`src/rtl/tt_err_tracker.sv`:
```
`default_nettype none
// ============================================================================
// tt_err_tracker : saturating mismatch counter with first-failure capture
// Revision       : 1.0
// ============================================================================
module tt_err_tracker #(
  parameter int N_IN  = 3,
  parameter int N_OUT = 1,
  parameter int ERR_W = 8
) (
  input  wire logic             clk,
  input  wire logic             rst_n,
  input  wire logic             clr_i,
  input  wire logic             cmp_en_i,
  input  wire logic             mismatch_i,
  input  wire logic [N_IN-1:0]  vec_i,
  input  wire logic [N_OUT-1:0] resp_i,
  output logic      [ERR_W-1:0] err_cnt_o,
  output logic                  fail_valid_o,
  output logic      [N_IN-1:0]  fail_vec_o,
  output logic      [N_OUT-1:0] fail_resp_o
);

  logic [ERR_W-1:0] err_q;
  logic             fail_valid_q;
  logic [N_IN-1:0]  fail_vec_q;
  logic [N_OUT-1:0] fail_resp_q;

  // Clearing leaves fail_vec/fail_resp untouched; fail_valid qualifies them.
  always_ff @(posedge clk or negedge rst_n) begin
    if (!rst_n) begin
      err_q        <= '0;
      fail_valid_q <= 1'b0;
      fail_vec_q   <= '0;
      fail_resp_q  <= '0;
    end else if (clr_i) begin
      err_q        <= '0;
      fail_valid_q <= 1'b0;
    end else if (cmp_en_i && mismatch_i) begin
      if (err_q != '1) err_q <= err_q + ERR_W'(1);
      if (!fail_valid_q) begin
        fail_valid_q <= 1'b1;
        fail_vec_q   <= vec_i;
        fail_resp_q  <= resp_i;
      end
    end
  end

  assign err_cnt_o    = err_q;
  assign fail_valid_o = fail_valid_q;
  assign fail_vec_o   = fail_vec_q;
  assign fail_resp_o  = fail_resp_q;

endmodule
`default_nettype wire

```
`config.mk`:
```
export PLATFORM = sky130hd
export DESIGN_NAME = tt_err_tracker
export DESIGN_NICKNAME = d
export VERILOG_FILES = /design/src/rtl/tt_err_tracker.sv
export SDC_FILE = /design/constraint.sdc
export NUM_CORES = 1
export LEC_CHECK = 0
export ABC_AREA = 1
export BUFFER_PORTS_ARGS = -buffer_cell sky130_fd_sc_hd__buf_4
export CORE_MARGIN = 2
export CORE_UTILIZATION = 48
export DETAILED_ROUTE_END_ITERATION = 12
export PLACE_DENSITY = 0.74
export SLEW_MARGIN = 20
export SYNTH_ARGS = -nofsm -noshare
export SYNTH_HDL_FRONTEND = slang
export SYNTH_SLANG_ARGS = --single-unit
```
`constraint.sdc`:
```
create_clock -name clk -period 1.6 [get_ports clk]
set_clock_uncertainty 0.05 [all_clocks]
set_input_delay 0.32 -clock clk [delete_from_list [all_inputs] [get_ports clk]]
set_output_delay 0.32 -clock clk [all_outputs]
set_load 0.005 [all_outputs]
```
* Word-level counts from Yosys, hierarchy flattened
Index checks and enable logic that the tools add are counted. Widths: inputs -> output; s select.
Operators by class: add/sub/neg operators 1, equality and inequality tests 1, multiplexer cells 5, bitwise operators 2, reduce and logical (&&, ||, !) cells 5
Operator list (number):
- $mux 8 | 3
- $add 8x1->8 const B | 1
- $ne 8x8->1 const B | 1
- $reduce_bool 2->1 | 2
- $reduce_and 3->1 | 1
- $mux 1 | 2
- $not 1->1 | 2
- $reduce_and 2->1 | 1
- $logic_and 1x1->1 | 1
Word-level totals: register bits after elaboration 13, bits of input ports 9, output and inout port bits 13, logic and storage cells 18

* Logic depth before layout (Yosys ltp)
depth after elaboration 4, depth in mapped cells 8, depth with buffers taken out 8

* Least setup slack after synthesis
OpenSTA, ideal clock, no wires.
kind register to register, from register err_q[0], in the netlist err_cnt_o[0], to register err_q[5], in the netlist err_cnt_o[5], library setup time 0.065 ns, data arrival time 1.142 ns, data required time 1.485 ns, path slack 0.343 ns, stages on the path, launching flop included 9, path buffers 0, clock period less this slack 1.257 ns, cell sequence dfrtp_1 ha_1 nand2_2 nor2_2 nand2_2 nand2_4 nor2_4 nand2_1 nand2_1
Between the ends: cells in the longest elaborated chain, start to end 4, elaborated cells on any way between the ends 7, those cells by class add/sub (1); eq/ne (1); mux (3); reduce/logical (2)
RTL lines:
- from (decl) | RTL line 24 | logic [ERR_W-1:0] err_q;
- from (signal assigned) | RTL line 40 | if (err_q != '1) err_q <= err_q + ERR_W'(1);
- $add 8x1->8 | RTL line 40
- $mux 8 | RTL line 40
- $mux 8 | RTL line 39 | end else if (cmp_en_i && mismatch_i) begin
- $mux 8 | RTL line 36 | end else if (clr_i) begin
Parallel ways exist; a longest one is shown, timed or not. The select of a mux whose other input is x is not followed. A chain may end at the register's enable or synchronous reset.

* Worst setup path after layout
from register err_q[0], in the netlist err_cnt_o[0], to register err_q[4], in the netlist err_cnt_o[4]
The elaborated chain is that of the path after synthesis.

==> flow_metrics.env <==
export IMPL_cp_max_fo=10
export IMPL_grt_use_total_pct=19.19
export IMPL_synth_common_cells="nand2_1 (31), inv_1 (14), dfrtp_1 (13), nand3_1 (13), nor2_1 (8)"
export IMPL_slowest_stage="dfrtp_1"
export IMPL_placed_area_um2=892.1
export IMPL_ys_ff_latch=13
export IMPL_cts_buffers=3
export IMPL_fin_crit_ps=1385
export IMPL_clock_sinks=13
export IMPL_timing_setup_tns_ps=0
export IMPL_cts_buffer_depth=2
export IMPL_post_cts_resized=0
export IMPL_drtIter0Drc=13
export IMPL_maxCapViolCount=0
export IMPL_fin_ws_ps=215.2
export IMPL_postSynthCellCount=98
export IMPL_cts_tree="done"
export IMPL_grt_pass1_vias=585
export IMPL_met3_length_um=62
export IMPL_cts_htree_levels=1
export IMPL_finalSetupViolCount=0
export IMPL_yosysSeqAreaShare_pct=45.61
export IMPL_finalHoldViolCount=0
export IMPL_coreArea_um2=1350
export IMPL_max_stage_delay_ps=430
export IMPL_status="finished clean"
export IMPL_antenna_found_initial=0
export IMPL_gr_total_overflow=0
export IMPL_hp_class="primary input to flip-flop"
export IMPL_avgRoutedWirePerCell_um=10.61
export IMPL_yosys_warnings=0
export IMPL_dpl_hpwl_mm=1.181
export IMPL_cts_clk_slew_worst_paths_ps=70
export IMPL_pin_count=22
export IMPL_remaining_drc_errors=0
export IMPL_worst_path_buf_inv=0
export IMPL_power_density_nw_per_um2=725.5
export IMPL_synthFlopType="dfrtp_1"
export IMPL_synth_cell_type_count=17
export IMPL_hold_depth=2
export IMPL_grt_pass1_wl_mm=2.559
export IMPL_crit_path_end_kind="flip-flop"
export IMPL_highest_layer="met4"
export IMPL_post_cts_buffers=0
export IMPL_initial_core_util_pct=52.83
export IMPL_worst_path_stages=8
export IMPL_critPathArrivalTime_ps=1540
export IMPL_routabilityCongestion=0.8509
export IMPL_grt_max_degree=14
export IMPL_post_place_ws_ps=236.9
export IMPL_netlist_area_um2=713.2
export IMPL_yosysTopAreaCell="dfrtp_1"
export IMPL_finalCritPeriodShare_pct=86.55
export IMPL_syn2layout_area_growth_pct=30.18
export IMPL_drive_gt1_share_pct=25.81
export IMPL_hold_buffers=1
export IMPL_clock_latency_ps=270
export IMPL_die_area_um2=1810
export IMPL_port_buffers=21
export IMPL_async_flop_share_pct=100.0
export IMPL_avgSynthCellArea_um2=7.277
export IMPL_die_h_um=42.55
export IMPL_synth_edff_count=0
export IMPL_drt_met1_wl_um=697
export IMPL_critPathTopFamily="simple AND/OR/NAND/NOR gates"
export IMPL_worst_pin_slew_ps=253.5
export IMPL_slew_headroom_pct=83.05
export IMPL_worstPathCellList="ha_1 -> nand2_2 -> nor2_2 -> nand2_2 -> nand2_4 -> nor2_4 -> nand2_1 -> nand2_1"
export IMPL_rr_worst_depth=8
export IMPL_placementRows=13
export IMPL_nets=135
export IMPL_vias=662
export IMPL_via_per_inst=4.763
export IMPL_p_total_w=0.0006736
export IMPL_synth_fp_nets=108
export IMPL_vdd_drop_max_v=0.0005248
export IMPL_critPathLaunchType="flip-flop"
export IMPL_fmaxAchievable_mhz=722.1
export IMPL_synth_top_area_share_pct=45.61
export IMPL_critPathKind="flip-flop to flip-flop"
export IMPL_synth_area_leaders="dfrtp_1 (46%), nand2_1 (16%), nand3_1 (9.1%)"
export IMPL_clockRootBuffer="clkbuf_4"
export IMPL_p_leak_nw=0.5254
export IMPL_slew_violations=0
export IMPL_rsz0062_at_grt="no"
export IMPL_dieWidth_um=42.55
export IMPL_drt_pass1_iterations=4
export IMPL_diodes=0
export IMPL_ant_nets=0
export IMPL_route_final_wire_length_mm=1.475
export IMPL_yosysMostFrequentCell="nand2_1"
export IMPL_critPathRequiredTime_ps=1760
export IMPL_final_area_um2=928.4
export IMPL_wl_met2_um=699
-- registers in the layout, summed over array words and instances, names as in the netlist --
name	flops
fail_vec_o	3
fail_resp_o	1
fail_valid_o	1
err_cnt_o	8
-- final cells by class --
class,count,area [um2]
Clock buffer,4,26.28
Timing Repair Buffer,23,175.2
Fill cell,110,421.7
Inverter,15,56.30
Sequential cell,13,325.3
Multi-Input combinational cell,69,326.6
Tap cell,15,18.77
-- final timing paths --
path | startpoint | to | slack, ps
setup / recovery | err_cnt_o[0] | err_cnt_o[4] | 220
hold / removal | clr_i | fail_valid_o | 200
setup reg to reg | err_cnt_o[0] | err_cnt_o[4] | 220
hold reg to reg | fail_vec_o[2] | fail_vec_o[2] | 440
max in group asynchronous | rst_n | err_cnt_o[0] | 970
min in group asynchronous | rst_n | err_cnt_o[3] | 370
-- cell usage in the layout (no fill, tap or decap) --
| cell type | synthesis | layout |
|---|---|---|
| nand2_2 | 2 | 2 |
| dlygate4sd3_1 | 0 | 1 |
| nor2_2 | 2 | 2 |
| nand3_1 | 13 | 13 |
| nor2_4 | 1 | 1 |
| inv_2 | 1 | 1 |
| nand3b_1 | 1 | 1 |
| clkbuf_4 | 0 | 3 |
| dfrtp_1 | 13 | 13 |
| o21bai_1 | 1 | 1 |
| nor2_1 | 8 | 8 |
| o21ai_0 | 5 | 5 |
| buf_4 | 0 | 22 |
| clkbuf_1 | 0 | 1 |
| ha_1 | 1 | 1 |
| nor3_1 | 1 | 1 |
| a21oi_1 | 2 | 2 |
| inv_1 | 14 | 14 |
| nand2_4 | 1 | 1 |
| nand2_1 | 31 | 31 |
-- cells by family (layout without fill, tap and decap cells) --
logic type	Yosys count	count (layout)	synth area share (%)
and+or+nand+nor	60	60	38.07
buffers and inverters	16	42	8.595
DFF	13	13	45.61
AOI/OAI and AO/OA	8	8	5.965
adders and majority gates	1	1	1.754
-- through the flow --
stage,cells,hold WS (ps),util [%]
floorplan,98,-25.59,-
global placement,134,125.1,66.08
detailed placement,134,125.3,66.08
CTS,139,190.0,68.77
global route,139,191.6,68.77
finish,139,198.7,68.77
-- metal layers --
layer  GRT usage (%)  up-vias
met4           7.500        0
met1           25.82      284
met2           30.15       16
met3           3.879        2
met5               0        -
li1                -      360
-- where the power goes --
part | switching, W | internal, W
Sequential | 0.0000159 | 0.000352
Clock | 0.000102 | 0.0000964
Combinational | 0.0000490 | 0.0000580
Total | 0.000167 | 0.000506
Note: power is estimated with default switching activity, not from simulation.
